===== src/rtl/fnd_decoder.sv =====
// Recovers the decimal value shown on a scanned 4-digit active-low 7-segment bus.
// Optional macro FND_DP_CAPTURE_EN captures and publishes the decimal points on dp.
module fnd_decoder #(
    parameter int SETTLE_CYCLES = 4,
    parameter int STABLE_FRAMES = 2
) (
    input  logic        clk_100Mhz,
    input  logic        rst,
    input  logic [3:0]  an,
    input  logic [7:0]  seg,
    output logic [13:0] value,
    output logic        value_valid,
    output logic [3:0]  dp,
    output logic        err
);

    typedef enum logic [1:0] {IDLE, SETTLE, HOLD} state_t;

    state_t      state, state_next;
    logic [3:0]  an_r, an_p;
    logic [7:0]  seg_r, seg_p;
    logic [7:0]  settle_cnt, settle_cnt_next;
    logic        changed, idle_an, sample_fire;

    logic        samp_valid;
    logic [3:0]  samp_an;
    logic [6:0]  samp_seg;

    logic        an_bad, seg_bad, samp_ok, samp_bad;
    logic [1:0]  slot;
    logic [3:0]  digit;

    logic [3:0][3:0] digits, digits_next;
    logic [3:0]  seen, seen_next;
    logic [3:0]  match_cnt, match_next;
    logic [13:0] last_value, frame_value;
    logic [3:0]  last_dp, frame_dp;
    logic        published, frame_done, same_as_last, publish;

    always_ff @(posedge clk_100Mhz or posedge rst) begin
        if (rst) begin
            an_r  <= 4'b1111;
            seg_r <= 8'hFF;
            an_p  <= 4'b1111;
            seg_p <= 8'hFF;
        end else begin
            an_r  <= an;
            seg_r <= seg;
            an_p  <= an_r;
            seg_p <= seg_r;
        end
    end

    assign changed = (an_r != an_p) || (seg_r != seg_p);
    assign idle_an = (an_r == 4'b1111);

    always_ff @(posedge clk_100Mhz or posedge rst) begin
        if (rst) begin
            state      <= IDLE;
            settle_cnt <= 8'd0;
        end else begin
            state      <= state_next;
            settle_cnt <= settle_cnt_next;
        end
    end

    // The change cycle clears the counter; SETTLE_CYCLES unchanged cycles then sample once.
    always_comb begin
        state_next      = state;
        settle_cnt_next = settle_cnt;
        sample_fire     = 1'b0;
        case (state)
            IDLE: begin
                if (!idle_an) begin
                    state_next      = SETTLE;
                    settle_cnt_next = 8'd0;
                end
            end
            SETTLE: begin
                if (idle_an) begin
                    state_next = IDLE;
                end else if (changed) begin
                    settle_cnt_next = 8'd0;
                end else if (settle_cnt == 8'(SETTLE_CYCLES - 1)) begin
                    sample_fire = 1'b1;
                    state_next  = HOLD;
                end else begin
                    settle_cnt_next = settle_cnt + 8'd1;
                end
            end
            HOLD: begin
                if (idle_an) begin
                    state_next = IDLE;
                end else if (changed) begin
                    state_next      = SETTLE;
                    settle_cnt_next = 8'd0;
                end
            end
            default: state_next = IDLE;
        endcase
    end

    always_ff @(posedge clk_100Mhz or posedge rst) begin
        if (rst) begin
            samp_valid <= 1'b0;
            samp_an    <= 4'b1111;
            samp_seg   <= 7'h7F;
        end else begin
            samp_valid <= sample_fire;
            samp_an    <= an_r;
            samp_seg   <= seg_r[6:0];
        end
    end

    always_comb begin
        an_bad = 1'b0;
        slot   = 2'd0;
        case (samp_an)
            4'b1110: slot = 2'd0;
            4'b1101: slot = 2'd1;
            4'b1011: slot = 2'd2;
            4'b0111: slot = 2'd3;
            default: an_bad = 1'b1;
        endcase
    end

    always_comb begin
        seg_bad = 1'b0;
        digit   = 4'd0;
        case (samp_seg)
            7'b1000000: digit = 4'd0;
            7'b1111001: digit = 4'd1;
            7'b0100100: digit = 4'd2;
            7'b0110000: digit = 4'd3;
            7'b0011001: digit = 4'd4;
            7'b0010010: digit = 4'd5;
            7'b0000010: digit = 4'd6;
            7'b1111000: digit = 4'd7;
            7'b0000000: digit = 4'd8;
            7'b0010000: digit = 4'd9;
            7'b1111111: digit = 4'd0;
            default:    seg_bad = 1'b1;
        endcase
    end

    assign samp_ok  = samp_valid && !an_bad && !seg_bad;
    assign samp_bad = samp_valid && (an_bad || seg_bad);
    assign err      = samp_bad;

`ifdef FND_DP_CAPTURE_EN
    logic       samp_dp;
    logic [3:0] dp_slots, dp_slots_next, dp_q;

    always_comb begin
        dp_slots_next = dp_slots;
        if (samp_ok) dp_slots_next[slot] = samp_dp;
    end

    always_ff @(posedge clk_100Mhz or posedge rst) begin
        if (rst) begin
            samp_dp  <= 1'b0;
            dp_slots <= 4'b0000;
            dp_q     <= 4'b0000;
        end else begin
            samp_dp  <= ~seg_r[7];
            dp_slots <= dp_slots_next;
            if (publish) dp_q <= frame_dp;
        end
    end

    assign frame_dp = dp_slots_next;
    assign dp       = dp_q;
`else
    assign frame_dp = 4'b0000;
    assign dp       = 4'b0000;
`endif

    // Frame value and stability decision are made in the cycle after the final sample.
    always_comb begin
        digits_next = digits;
        seen_next   = seen;
        if (samp_ok) begin
            digits_next[slot] = digit;
            seen_next         = seen | (4'b0001 << slot);
        end
        frame_done   = samp_ok && (seen_next == 4'b1111);
        frame_value  = 14'(digits_next[3]) * 14'd1000 + 14'(digits_next[2]) * 14'd100
                     + 14'(digits_next[1]) * 14'd10 + 14'(digits_next[0]);
        same_as_last = (match_cnt != 4'd0) && (frame_value == last_value) && (frame_dp == last_dp);
        if (!same_as_last)
            match_next = 4'd1;
        else if (match_cnt == 4'(STABLE_FRAMES))
            match_next = match_cnt;
        else
            match_next = match_cnt + 4'd1;
        publish = frame_done && (match_next == 4'(STABLE_FRAMES))
                  && (!published || frame_value != value || frame_dp != dp);
    end

    always_ff @(posedge clk_100Mhz or posedge rst) begin
        if (rst) begin
            digits      <= '0;
            seen        <= 4'b0000;
            match_cnt   <= 4'd0;
            last_value  <= 14'd0;
            last_dp     <= 4'b0000;
            published   <= 1'b0;
            value       <= 14'd0;
            value_valid <= 1'b0;
        end else begin
            value_valid <= publish;
            if (samp_bad) begin
                seen      <= 4'b0000;
                match_cnt <= 4'd0;
            end else if (samp_ok) begin
                digits <= digits_next;
                if (frame_done) begin
                    seen       <= 4'b0000;
                    last_value <= frame_value;
                    last_dp    <= frame_dp;
                    match_cnt  <= match_next;
                end else begin
                    seen <= seen_next;
                end
            end
            if (publish) begin
                value     <= frame_value;
                published <= 1'b1;
            end
        end
    end

endmodule

===== config.mk =====
export PLATFORM = sky130hd
export DESIGN_NAME = fnd_decoder
export DESIGN_NICKNAME = d
export VERILOG_FILES = /design/src/rtl/fnd_decoder.sv
export SDC_FILE = /design/constraint.sdc
export NUM_CORES = 1
export LEC_CHECK = 0
export CAP_MARGIN = 40
export CORE_UTILIZATION = 35
export CTS_CLUSTER_DIAMETER = 100
export DETAILED_ROUTE_END_ITERATION = 16
export MAX_ROUTING_LAYER = met4
export SYNTH_ARGS = -nofsm -noshare
export SYNTH_HDL_FRONTEND = slang
export SYNTH_SLANG_ARGS = --single-unit

===== constraint.sdc =====
create_clock -name clk_100Mhz -period 8.15 [get_ports clk_100Mhz]
set_clock_uncertainty 0.1 [all_clocks]
set_input_delay 1.2225 -clock clk_100Mhz [delete_from_list [all_inputs] [get_ports clk_100Mhz]]
set_output_delay 1.2225 -clock clk_100Mhz [all_outputs]
set_load 0.005 [all_outputs]

==> run_results.csv, run 1 <==
group,metric,value,unit
status,outcome,"finished, final reports clean",
cells_and_area,stdcell_count,948,
cells_and_area,final_area,7720,um^2
cells_and_area,antenna_cells,0,
floorplanning,die_width,140,um
floorplanning,core-area,18600,um^2
sta,fin_crit_sh,96.9,%
logic_synthesis,synth_top_family_by_area,"simple AND/OR/NAND/NOR gates",
place,gp_congestion,0.940,
min_path,hold_class,"reg2reg",
sta,finalHoldViolCount,0,
global_routing,antenna_found_initial,0,
detailed_routing,first_pass_iters,4,
logic_synthesis,synthAdderAreaFrac,15.7,%
critical_path,reg2reg_depth,26,
place,io_buffers,29,
detailed_routing,vias,5055,
global_routing,grt_pass1_wl,25.0,mm
detailed_routing,viasPerCell,5.33,
global_routing,grt_max_degree,64,
logic_synthesis,yosys.area.top_type_share,24.5,%
detailed_routing,routedWlPerCell,16.3,um
detailed_routing,drt_wl_total,15.4,mm
logic_synthesis,synth_compound_area_share,13.0,%
clock_tree,htree_levels,3,
sta,slew-limit-headroom,39.9,%
place,pre_cts_slack,-7.91,ps
sta,fin_ws,255,ps
logic_synthesis,ys_seq_elements,89,
critical_path,cp.required,8300,ps
logic_synthesis,synthXorXnorAreaFrac,7.79,%
critical_path,crit_path_max_fanout,9,
sta,clock.fmax,127,MHz
logic_synthesis,synth_ff_type,"dfrtp_1",
critical_path,r2r-end,"value[7]$_DFFE_PP0P_",
floorplanning,std_cell_rows,50,
logic_synthesis,synth_edf_count,0,
logic_synthesis,synth_top_area_cell,"dfrtp_1",
logic_synthesis,synthCells,677,
place,dp_cells,927,
critical_path,r2r-start,"samp_seg[0]$_DFF_PP1_",
clock_tree,clock_path_buffers,2,
detailed_routing,drt_iter0_markers,302,
cells_and_area,area_growth,16.2,%
min_path,worstHoldPathCells,0,
floorplanning,io_pins,34,
detailed_routing,ant_nets,0,
sta,final-setup-viol-count,0,
floorplanning,die_y,140,um
critical_path,path_delay_family,"adder cells",
clock_tree,root_buffer,"clkbuf_16",
clock_tree,clk_latency,350,ps
logic_synthesis,ys_async_sr_fraction,100,%
sta,slew_violations,0,
logic_synthesis,synthSimpleGateAreaFrac,16.7,%
min_path,min_to,"seg_p[7]$_DFF_PP1_",
critical_path,max_stage_delay,610,ps
job,cap_violations,0,
power_and_ir_drop,power.total,906,uW
logic_synthesis,syn_area_per_cell,9.82,um^2
place,dp_hpwl,11.7,mm
global_routing,grt_overflow,0,
logic_synthesis,ys_top_cells_by_area,"dfrtp_1 24%, ha_1 11%, dfstp_2 9.5%",
global_routing,grt_usage,16.7,%
cells_and_area,fin_nets,796,
logic_synthesis,ys_types,77,
critical_path,crit_path_start_kind,"flop",
critical_path,path_buf_inv,3,
power_and_ir_drop,vdd_drop_max,133,uV
critical_path,crit_type,"reg2reg",
critical_path,cpMaxStageDelayCell,"fa_2",
logic_synthesis,yosys_warnings,0,
cells_and_area,drive_above_1_share,19.7,%
logic_synthesis,muxShareOfSynthArea,7.79,%
power_and_ir_drop,power_density,117,nW/um^2
sta,worst_pin_slew,894,ps
place,placed_area,7220,um^2
logic_synthesis,synth.cell_area,6650,um^2
clock_tree,clk_pin_slew_worst_paths,70,ps
critical_path,end_kind,"flop",
cells_and_area,num-fill-cells,1820,
sta,period_minus_slack,7890,ps
clock_tree,clock-sinks,89,
critical_path,worstPathArrival,8040,ps
detailed_routing,drc,0,
logic_synthesis,yosysSeqAreaShare,34.0,%
floorplanning,die_area,19500,um^2
floorplanning,initial_core_util,35.7,%
critical_path,cpMostUsedCell,"ha_1",
power_and_ir_drop,leakage,0.00366,uW
clock_tree,cts_tree,"built",
critical_path,ff2ff_setup_slack,260,ps
min_path,worstHoldStart,"seg_r[7]$_DFF_PP1_",
clock_tree,numCtsBuffers,9,
global_routing,grt_pass1_vias,4856,
==> registers in the layout, summed over array words and instances (netlist names) <==
signal and count:
samp_an 4, value_valid 1, samp_seg 6, samp_valid 1, seen 4, seg_r 8
an_r 4, value 14, last_value 14, digits 16, state 2, match_cnt 4
settle_cnt 8, published 1, seg_p 2
==> cell type report <==
| class | instances | area (um^2) | area share, % |
|---|---|---|---|
| clock inverters | 6 | 55.1 | 0.713 |
| well taps | 234 | 293 | 3.79 |
| flip-flops and latches | 89 | 2260 | 29.2 |
| inverters | 43 | 163 | 2.11 |
| repair buffers | 54 | 487 | 6.30 |
| clock buffers | 10 | 239 | 3.09 |
| multi-input cells | 512 | 4230 | 54.8 |
==> worst max-delay path by stage <==
stage,from,end,slack [ps],cells past startpoint
floorplan,samp_seg[0]$_DFF_PP1_,value[12]$_DFFE_PP0P_,40,27
global placement,samp_seg[0]$_DFF_PP1_,value[7]$_DFFE_PP0P_,90,26
detailed placement,samp_seg[0]$_DFF_PP1_,value[7]$_DFFE_PP0P_,-8,26
CTS,samp_seg[0]$_DFF_PP1_,value[7]$_DFFE_PP0P_,70,26
global route,samp_seg[0]$_DFF_PP1_,value[7]$_DFFE_PP0P_,-40,26
finish,samp_seg[0]$_DFF_PP1_,value[7]$_DFFE_PP0P_,260,26
==> cell families after synthesis <==
| kind of cell | after synthesis |
|---|---|
| compound gates | 125 |
| xor+xnor | 56 |
| fa+ha+maj | 73 |
| buf+inv | 79 |
| flops | 89 |
| mux | 45 |
| other cells | 1 |
| simple gates | 209 |
==> cell usage after synthesis (17+ instances only) <==
master	n
dfrtp_1	65
ha_1	56
nand2_1	53
inv_1	42
nor2_1	41
mux2_2	30
o21ai_0	29
clkbuf_1	27
xnor2_1	27
xor2_1	27
dfstp_2	24
a21oi_1	20
nand3_1	19
fa_1	17
nor3_1	17
==> placed cells by master, fill, tap and decap left out, types with 6 or more instances in the layout <==
| cell type | Yosys | routed |
|---|---|---|
| dfrtp_1 | 65 | 65 |
| ha_1 | 56 | 55 |
| nand2_1 | 53 | 53 |
| nor2_1 | 41 | 41 |
| inv_1 | 42 | 39 |
| clkdlybuf4s50_1 | 0 | 29 |
| o21ai_0 | 29 | 28 |
| mux2_2 | 30 | 28 |
| xor2_1 | 27 | 27 |
| dfstp_2 | 24 | 24 |
| xnor2_1 | 27 | 22 |
| buf_4 | 4 | 21 |
| a21oi_1 | 20 | 18 |
| nand3_1 | 19 | 18 |
| fa_1 | 17 | 16 |
| nor3_1 | 17 | 15 |
| nor2b_1 | 9 | 9 |
| nand2b_1 | 9 | 9 |
| mux2i_1 | 9 | 9 |
| clkbuf_16 | 0 | 9 |
| mux2_4 | 6 | 8 |
| nand4_1 | 7 | 7 |
| nor4_1 | 9 | 6 |
| a211oi_1 | 7 | 6 |
| a31oi_1 | 6 | 6 |
| a21o_1 | 6 | 6 |
==> report_power, final <==
part | switching, uW | internal, uW
logic | 17.6 | 12.9
registers | 8.56 | 453
clock network | 191 | 222
==> layer usage <==
metal / share of wire, % / global-route usage, % / up-vias
met4: 2.0 / 5.44 / 0
met2: 47 / 25.9 / 99
met5: 0 / - / -
met3: 3.8 / 2.17 / 20
li1: - / - / 2469
met1: 48 / 22.6 / 2467
==> through the flow <==
| step | setup TNS, ps | utilization, % | hold WS, ps |
|---|---|---|---|
| after floorplan | 0 | - | 260 |
| after global placement | 0 | 38.6 | 262 |
| after detailed placement | -7.91 | 38.7 | 263 |
| after CTS | 0 | 40.3 | 274 |
| after global routing | -167 | 41.4 | 278 |
| final | 0 | 41.4 | 271 |
==> what timing repair did <==
action                                  CTS  global route
endpoints found under the setup margin    7            20
cloned                                    0             1
resized for setup                         2            36
pin swaps                                 0             9
buffers inserted                          0             4
endpoints found under the hold margin     0             0
hold buffers                              0             0
Note: power is estimated with default switching activity, not from simulation.
==> run 2, diff against run 1 <==
- GPL_TIMING_DRIVEN: unset -> 0
==> run_results.csv, run 2 (synthesized netlist as in run 1, its figures left out) <==
group,metric,value,unit
clock_tree,clock-sinks,89,
critical_path,crit_type,"reg2reg",
sta,worst_pin_slew,904,ps
power_and_ir_drop,vdd_drop_max,123,uV
global_routing,grt_overflow,0,
critical_path,r2r-start,"samp_seg[0]$_DFF_PP1_",
critical_path,reg2reg_depth,26,
detailed_routing,first_pass_iters,5,
detailed_routing,ant_nets,0,
clock_tree,numCtsBuffers,9,
floorplanning,die_width,140,um
global_routing,grt_usage,16.6,%
global_routing,grt_pass1_vias,4778,
global_routing,grt_pass1_wl,24.7,mm
sta,final-setup-viol-count,0,
detailed_routing,drc,0,
place,io_buffers,29,
global_routing,grt_max_degree,47,
power_and_ir_drop,leakage,0.00374,uW
clock_tree,htree_levels,3,
critical_path,crit_path_end,"value[2]$_DFFE_PP0P_",
sta,clock.fmax,126,MHz
floorplanning,initial_core_util,35.7,%
sta,finalHoldViolCount,0,
cells_and_area,final_common_cell,"dfrtp_1",
place,gp_congestion,0.898,
floorplanning,std_cell_rows,50,
cells_and_area,area_growth,20.0,%
detailed_routing,drt_wl_total,15.4,mm
job,cap_violations,0,
sta,slew_violations,0,
cells_and_area,antenna_cells,0,
floorplanning,die_y,140,um
min_path,hold_class,"reg2reg",
sta,period_minus_slack,7930,ps
floorplanning,io_pins,34,
critical_path,cp.required,8290,ps
cells_and_area,fin_nets,821,
cells_and_area,top_register,"digits",
power_and_ir_drop,power.total,913,uW
cells_and_area,drive_above_1_share,21.1,%
power_and_ir_drop,power_density,114,nW/um^2
cells_and_area,largest_reg_flops,16,
floorplanning,core-area,18600,um^2
detailed_routing,drt_iter0_markers,298,
critical_path,critPathLaunch,"samp_seg[0]$_DFF_PP1_",
place,dp_cells,945,
detailed_routing,viasPerCell,5.30,
clock_tree,clk_latency,360,ps
clock_tree,cts_tree,"built",
detailed_routing,routedWlPerCell,15.8,um
cells_and_area,stdcell_count,973,
clock_tree,clk_pin_slew_worst_paths,70,ps
critical_path,worstPathArrival,8080,ps
critical_path,end_kind,"flop",
status,outcome,"finished, final reports clean",
critical_path,crit_path_start_kind,"flop",
place,dp_hpwl,11.5,mm
min_path,worstHoldPathCells,0,
clock_tree,hold_buffers,0,
sta,slew-limit-headroom,39.4,%
cells_and_area,final_cell_mix,"65 x dfrtp_1, 53 x nand2_1, 52 x ha_1",
critical_path,crit_path_max_fanout,10,
critical_path,r2r-end,"value[2]$_DFFE_PP0P_",
floorplanning,die_area,19500,um^2
critical_path,ff2ff_setup_slack,220,ps
clock_tree,clock_path_buffers,2,
clock_tree,root_buffer,"clkbuf_16",
sta,fin_crit_sh,97.4,%
global_routing,antenna_found_initial,0,
detailed_routing,vias,5159,
cells_and_area,reg_top3,"digits x16, last_value x14, value x14",
==> run 2: cell count changes in the layout (fill, tap and decap cells not counted), moves of 2 or more <==
| cell | change |
|---|---|
| buf_12 | +2 |
| clkbuf_1 | +13 |
| ha_1 | -3 |
| clkbuf_4 | +2 |
| ha_4 | +4 |
| clkbuf_2 | +6 |
| xnor2_2 | -2 |
==> run 2: cell type report <==
type	instances	area, um^2
Sequential cell	89	2260
Clock inverter	7	70.1
Clock buffer	9	225
Fill cell	1834	10700
Timing Repair Buffer	49	468
Inverter	43	164
Multi-Input combinational cell	512	4320
Buffer	30	178
Tap cell	234	293
==> run 2: worst min path at each step <==
stage | startpoint | endpoint | slack (ps)
6_report | seg_r[5]$_DFF_PP1_ | samp_seg[5]$_DFF_PP1_ | 270
2_1_floorplan | seg_r[0]$_DFF_PP1_ | samp_seg[0]$_DFF_PP1_ | 260
3_5_place_dp | seg_r[2]$_DFF_PP1_ | samp_seg[2]$_DFF_PP1_ | 260
4_1_cts | seg_r[5]$_DFF_PP1_ | samp_seg[5]$_DFF_PP1_ | 270
3_3_place_gp | seg_r[2]$_DFF_PP1_ | samp_seg[2]$_DFF_PP1_ | 260
5_1_grt | seg_r[5]$_DFF_PP1_ | samp_seg[5]$_DFF_PP1_ | 270
==> run 2: timing repair <==
item	CTS	global route
resized for setup	38	23
setup buffers	11	7
pin swaps	8	18
setup endpoints to repair	21	20
==> run 2: per-stage QoR <==
step                      instance area (um^2)  hold slack, ps  TNS [ps]  utilization (%)  setup slack [ps]
after floorplan                           6660             260         0                -              38.9
after global placement                    7240             262    -21200             38.8             -1310
after detailed placement                  7280             262    -22220             39.0             -1350
after CTS                                 7820             269         0             41.9              1.18
after global routing                      7980             274     -13.7             42.8             -9.97
final                                     7980             269         0             42.8               215
==> run 2: where the power goes <==
group | internal [uW] | switching [uW] | total (uW) | leakage, uW
Combinational | 16.2 | 21.8 | 38.0 | 0.00244
Clock | 215 | 202 | 417 | 0.000142
Sequential | 453 | 5.24 | 458 | 0.00116
==> run 2: per-layer routing <==
metal  GRT usage [%]  wire [um]  up-vias
met2            25.3       7110       99
met3            2.58        550       17
met4            4.51        210        0
met5               -          0        -
met1            22.7       7530     2527
li1                -          -     2516
==> run 2: critical path: stages, from the launching register on <==
cell and delay [ps]:
dfstp_2 370, buf_6 120, or4_1 550, or3_4 370, and4_1 210, buf_6 130, or3b_4 420, nor2_4 260
mux2_4 380, ha_1 330, fa_1 530, inv_1 70, fa_2 500, fa_1 550, inv_1 40, ha_1 320
ha_4 300, buf_4 180, o21a_2 210, a211o_1 170, a2bb2oi_2 240, o41ai_2 160, nor4_2 330, nand4_1 190
o2111ai_4 280, buf_12 180, mux2_4 300
==> run 3, diff against run 2 <==
- CORE_UTILIZATION: 35 -> 45
==> run_results.csv, run 3 (synthesized netlist as in run 1, its figures left out) <==
group,metric,value,unit
power_and_ir_drop,power_density,119,nW/um^2
clock_tree,root_buffer,"clkbuf_16",
critical_path,crit_path_start_kind,"flop",
cells_and_area,area_growth,17.8,%
floorplanning,io_pins,34,
global_routing,grt_overflow,0,
sta,slew_violations,0,
critical_path,max_stage_delay,610,ps
min_path,min_to,"samp_seg[1]$_DFF_PP1_",
cells_and_area,reg_top3,"digits x16, last_value x14, value x14",
cells_and_area,largest_reg_flops,16,
place,dp_hpwl,12.1,mm
min_path,worstHoldPathCells,0,
clock_tree,htree_levels,3,
floorplanning,die_width,124,um
floorplanning,initial_core_util,45.9,%
detailed_routing,drt_iter0_markers,415,
critical_path,path_buf_inv,4,
power_and_ir_drop,clkPwrFrac,46.7,%
detailed_routing,first_pass_iters,5,
critical_path,crit_type,"reg2reg",
global_routing,grt_pass1_vias,4900,
detailed_routing,viasPerCell,5.66,
place,dp_cells,895,
floorplanning,die_area,15300,um^2
sta,fin_crit_sh,97.2,%
job,cap_violations,0,
sta,clock.fmax,126,MHz
critical_path,end_kind,"flop",
min_path,worstHoldStart,"seg_r[1]$_DFF_PP1_",
critical_path,path_delay_family,"simple AND/OR/NAND/NOR gates",
detailed_routing,routedWlPerCell,17.2,um
detailed_routing,drc,0,
global_routing,grt_max_degree,55,
sta,final-setup-viol-count,0,
status,outcome,"finished, final reports clean",
sta,period_minus_slack,7930,ps
cells_and_area,final_common_cell,"dfrtp_1",
power_and_ir_drop,vdd_drop_max,120,uV
critical_path,r2r-end,"value[1]$_DFFE_PP0P_",
clock_tree,hold_buffers,0,
floorplanning,die_y,124,um
critical_path,reg2reg_depth,27,
clock_tree,clock-sinks,89,
sta,slew-limit-headroom,40.9,%
global_routing,antenna_found_initial,0,
cells_and_area,drive_above_1_share,20.1,%
detailed_routing,ant_nets,0,
cells_and_area,stdcell_count,920,
sta,worst_pin_slew,880,ps
place,gp_congestion,0.878,
power_and_ir_drop,intPower,713,uW
power_and_ir_drop,p_seq_share,49.2,%
critical_path,crit_path_max_fanout,9,
sta,whs,273,ps
cells_and_area,antenna_cells,0,
critical_path,cpMaxStageDelayCell,"fa_1",
sta,finalHoldViolCount,0,
clock_tree,clk_pin_slew_worst_paths,70,ps
place,io_buffers,29,
cells_and_area,fin_nets,818,
floorplanning,core-area,14500,um^2
critical_path,cp.required,8280,ps
clock_tree,clk_latency,350,ps
global_routing,grt_pass1_wl,25.0,mm
clock_tree,clock_path_buffers,2,
clock_tree,cts_tree,"built",
power_and_ir_drop,leakage,0.00368,uW
power_and_ir_drop,swShare,23.5,%
critical_path,r2r-start,"samp_seg[0]$_DFF_PP1_",
clock_tree,numCtsBuffers,9,
cells_and_area,final_cell_mix,"65 x dfrtp_1, 53 x nand2_1, 51 x ha_1",
cells_and_area,top_register,"digits",
global_routing,grt_usage,22.4,%
power_and_ir_drop,comb_power_share,4.1,%
detailed_routing,drt_wl_total,15.9,mm
min_path,hold_class,"reg2reg",
detailed_routing,vias,5207,
power_and_ir_drop,switching_power,219,uW
floorplanning,std_cell_rows,44,
critical_path,worstPathArrival,8060,ps
critical_path,ff2ff_setup_slack,220,ps
critical_path,cpMostUsedCell,"buf_6",
## run 3: cell types whose count changed in the layout (fill, tap and decap cells not counted), sizes merged
cell      previous run  this run
buf                 29        28
bufinv               0         1
clkbuf              30        28
clkinv               3         4
clkinvlp             1         0
inv                 46        45
## run 3: power by group through the flow
stage                     registers (uW)  clock network (uW)  logic [uW]
after global routing                 460                 466        43.0
after detailed placement             465                   0        40.7
after floorplan                      464                   0        25.2
after CTS                            457                 448        40.9
final                                459                 435        37.9
after global placement               464                   0        37.4
## run 3: how the worst max path moves through the flow
stage	slack (ps)	from	depth (start not counted)	endpoint
floorplan	40	samp_seg[0]$_DFF_PP1_	27	value[12]$_DFFE_PP0P_
global placement	-1180	samp_seg[3]$_DFF_PP1_	28	value[12]$_DFFE_PP0P_
detailed placement	-1310	samp_seg[3]$_DFF_PP1_	28	value[12]$_DFFE_PP0P_
CTS	20	samp_seg[3]$_DFF_PP1_	28	value[1]$_DFFE_PP0P_
global route	-40	samp_seg[0]$_DFF_PP1_	28	value[9]$_DFFE_PP0P_
finish	220	samp_seg[0]$_DFF_PP1_	27	value[1]$_DFFE_PP0P_
## run 3: area by class of cell
cell class                 count  area (um^2)
multi-input combinational    512         4250
tap                          184          230
buffer                        29          165
inverter                      43          164
timing repair buffer          47          447
sequential                    89         2260
clock buffer                   9          225
clock inverter                 7         87.6
fill                        1305         6650
## run 3: worst reg2reg max path, stage by stage (launching register included)
cell and delay, ps:
dfstp_2 370, buf_6 130, or4_4 540, or3_4 370, and4_1 210, buf_6 130, or3b_4 420, nor2_4 250
mux2_4 380, fa_1 610, inv_2 80, fa_1 480, ha_4 190, a211oi_1 220, nor2_1 80, nor2_1 160
ha_1 260, ha_1 330, ha_4 340, xnor2_1 150, o211a_1 270, a2111oi_2 380, nand4_1 210, nor4_2 270
nand4_1 140, o2111ai_2 240, buf_6 200, mux2_4 310
## run 3: metrics by stage
stage	instance area [um^2]	util (%)	total power, uW	TNS [ps]	worst slack, ps
final	7830	54.1	932	0	225
after global routing	7830	54.1	969	-159	-35.2
after CTS	7680	53.1	945	0	18.0
after detailed placement	7210	49.8	505	-21120	-1310
after global placement	7180	49.6	502	-19030	-1180
after floorplan	6660	-	489	0	38.9
## run 3: layer usage
layer / part of all wire [%] / track usage, % / vias to the layer above
li1: - / - / 2512
met1: 48 / 30.8 / 2547
met2: 46 / 33.0 / 126
met3: 4.4 / 3.74 / 22
met4: 1.9 / 8.28 / 0
met5: 0 / - / -
## run 3: repair_timing
action                     4_1_cts  5_1_grt
gates resized for setup         25       31
setup buffers                    8        8
setup endpoints to repair       20       20
pin swaps                       10       12
==> patch: new RTL, settings of run 3 <==
Remove the register `value_valid`: a continuous assignment takes its place, so the output `value_valid` follows one clock earlier.
--- a/src/rtl/fnd_decoder.sv
+++ b/src/rtl/fnd_decoder.sv
@@ -207,7 +207,5 @@
             published   <= 1'b0;
             value       <= 14'd0;
-            value_valid <= 1'b0;
-        end else begin
-            value_valid <= publish;
+        end else begin
             if (samp_bad) begin
                 seen      <= 4'b0000;
@@ -231,3 +229,5 @@
     end
 
+    assign value_valid = publish;
+
 endmodule
Check against the original RTL: no difference found for any inputs over 10 cycles, from zero or initial values and one cycle with rst high; that may be too few to reach the edited logic, so the function may still have changed.
==> patch against run 3 <==
- the run now ends with negative setup slack left
- core utilization rose by 3.7 points
- setup slack worse by 0.52 ns
- sequential cell count fell by 1
- power decreased by 1.8%
- area after synthesis shrank 4.1%
- wire length down 9.8%
- cell area increased by 2.0%
- global-route usage decreased by 1.2 points
- critical endpoint is now value_valid
- largest power group unchanged
==> patch: results (changes against run 3) <==
* Reg2Reg Depth at 28 (+3.7%)
* # setup viols final at 1 (+1)
* Worst vdd ir at 0.000107 V (-11%)
* Hold EP: samp_seg[2]$_DFF_PP1_
* Largest registers: digits: 16 flops, last_value: 14 flops, value: 14 flops
* Clock Latency Late Sink at 0.36 ns
* Number of global-route vias before repair at 4,672 (-4.7%)
* Static leakage at 0.00372 uW (+0.95%)
* Final Instance Count excl. Fillers at 875 (-4.9%)
* Yosys cell types at 72 (-6.5%)
* RR Endpoint: value[1]$_DFFE_PP0P_
* Clock-pin slew on the worst setup and hold paths at 0.07 ns (about the same)
* WS Path Type: reg2out
* Hpwl dp at 10,400 microns (-14%)
* Yosys warns at 0 (unchanged)
* Hold crit path type: reg2reg
* Final net count at 777 (-5.0%)
* Max clock buf depth at 2 (unchanged)
* Arrival time worst endpoint at 7.12 ns (-0.94 ns)
* Port bufs at 29 (unchanged)
* Initial antenna violation count at 0 (unchanged)
* DRT iter0 DRCs at 242 (-42%)
* Psw at 231 uW (+5.4%)
* Vias per Instance at 5.33 (-5.8%)
* Internal at 684 uW (-4.1%)
* R2R setup slack at 0.79 ns (+0.57 ns)
* First-pass GRT wire length at 23,200 microns (-7.5%)
* Setup WS post-layout at -0.295 ns (-0.520 ns)
* First-pass DRT Iterations at 4 (-1)
* Failing checks: negative setup slack
* Pin count of the biggest net entering global routing at 71 (+29%)
* Post-synthesis sequential area ratio at 35.0% (+1.1 points)
* Worst slew margin at 36.7% (-4.2 points)
* Yosys top cell area share at 25.1% (+0.66 points)
* Critical R2R Launch: samp_seg[1]$_DFF_PP1_
* Pre-CTS WS at -1.29 ns (+0.0173 ns)
* Worst setup path endpoint: value_valid
* DP Area at 6950 sq um (-3.7%)
* Power Sequential at 456 uW
* Fraction of layout cells with a size suffix above 1 at 31.2% (+11 points)
* Reg area at 2230 sq um (-1.1%)
* Gr usage total at 21.2% (-1.2 points)
* Cell count after synthesis at 607 (-10%)
* Placed Instances at 820 (-8.4%)
* Fill count at 1,170 (-10%)
* CTS H-Tree Depth at 3 (unchanged)
* Ant diodes at 0 (unchanged)
* Sum of negative setup slack at -0.295 ns (-0.295 ns)
* Synth area leaders: dfrtp_1 25%, ha_1 11%, dfstp_2 9.9%, mux2_2 7.1%, xnor2_1 6.5%
* RePlAce Congestion at 0.862 (-1.8%)
* Clk pwr at 419 uW (-4%)
* Final wirelength at 14,300 microns (-9.8%)
* Maximum fanout along the worst path at 6 (-3)
* Async SR Flop Fraction at 100% (unchanged)
* Hold wc startpoint: seg_r[2]$_DFF_PP1_
* Top post-synthesis cells by count: 64 x dfrtp_1, 56 x ha_1, 52 x inv_1, 47 x xnor2_1, 40 x mux2_2
* Hold WS at 0.272 ns (-0.000618 ns)
* Root Driver: clkbuf_16
* Run status: finished, violations left
==> patch: repair_timing <==
| action | in CTS | in global routing |
|---|---|---|
| gates resized for setup | 59 | 20 |
| gates cloned | 0 | 0 |
| pin swaps | 43 | 25 |
| endpoints found under the setup margin | 10 | 1 |
| buffers inserted | 35 | 12 |
==> patch: per-layer routing <==
layer	vias to the layer above	global-route usage (%)	share of wire, %
met2	52	33.8	50
li1	2295	-	-
met1	2303	27.5	47
met5	-	-	0
met3	14	2.77	2.3
met4	0	7.95	1.4
==> patch: logic make-up (layout without fill, tap and decap cells) <==
group / after synthesis / in the layout / synth area share (%)
simple gates: 151 / 151 / 13.5
flops: 88 / 88 / 35.0
mux: 58 / 58 / 10.5
compound gates: 98 / 98 / 10.4
fa+ha+maj: 73 / 73 / 16.3
buf+inv: 75 / 160 / 5.16
xor+xnor: 63 / 63 / 8.99
other cells: 1 / 4 / 0.0588
==> patch: critical path, cell delays in order (launching register included) <==
cell and delay, ns:
dfstp_2 0.40, or4_4 0.55, nor3_4 0.19, nor3_4 0.07
a21o_1 0.21, nor2_2 0.11, and2_4 0.15, buf_8 0.12
mux2_4 0.35, inv_4 0.07, fa_2 0.47, fa_1 0.57
inv_2 0.05, ha_4 0.23, a21oi_2 0.15, xnor2_1 0.13
ha_1 0.28, ha_4 0.26, ha_4 0.33, xnor2_4 0.14
mux2i_1 0.26, nand4_1 0.17, a2111oi_4 0.36, and3b_1 0.22
nand4_1 0.09, or4_1 0.52, o21a_1 0.20, buf_2 0.12
==> patch: area by class of cell <==
type                    count  area share, %
clock buffers               9           2.82
plain buffers              15           1.39
well taps                 180           2.82
inverters                  52           2.51
clock inverters             7          0.893
flip-flops and latches     88           28.0
multi-input cells         447           53.0
repair buffers             77           8.56
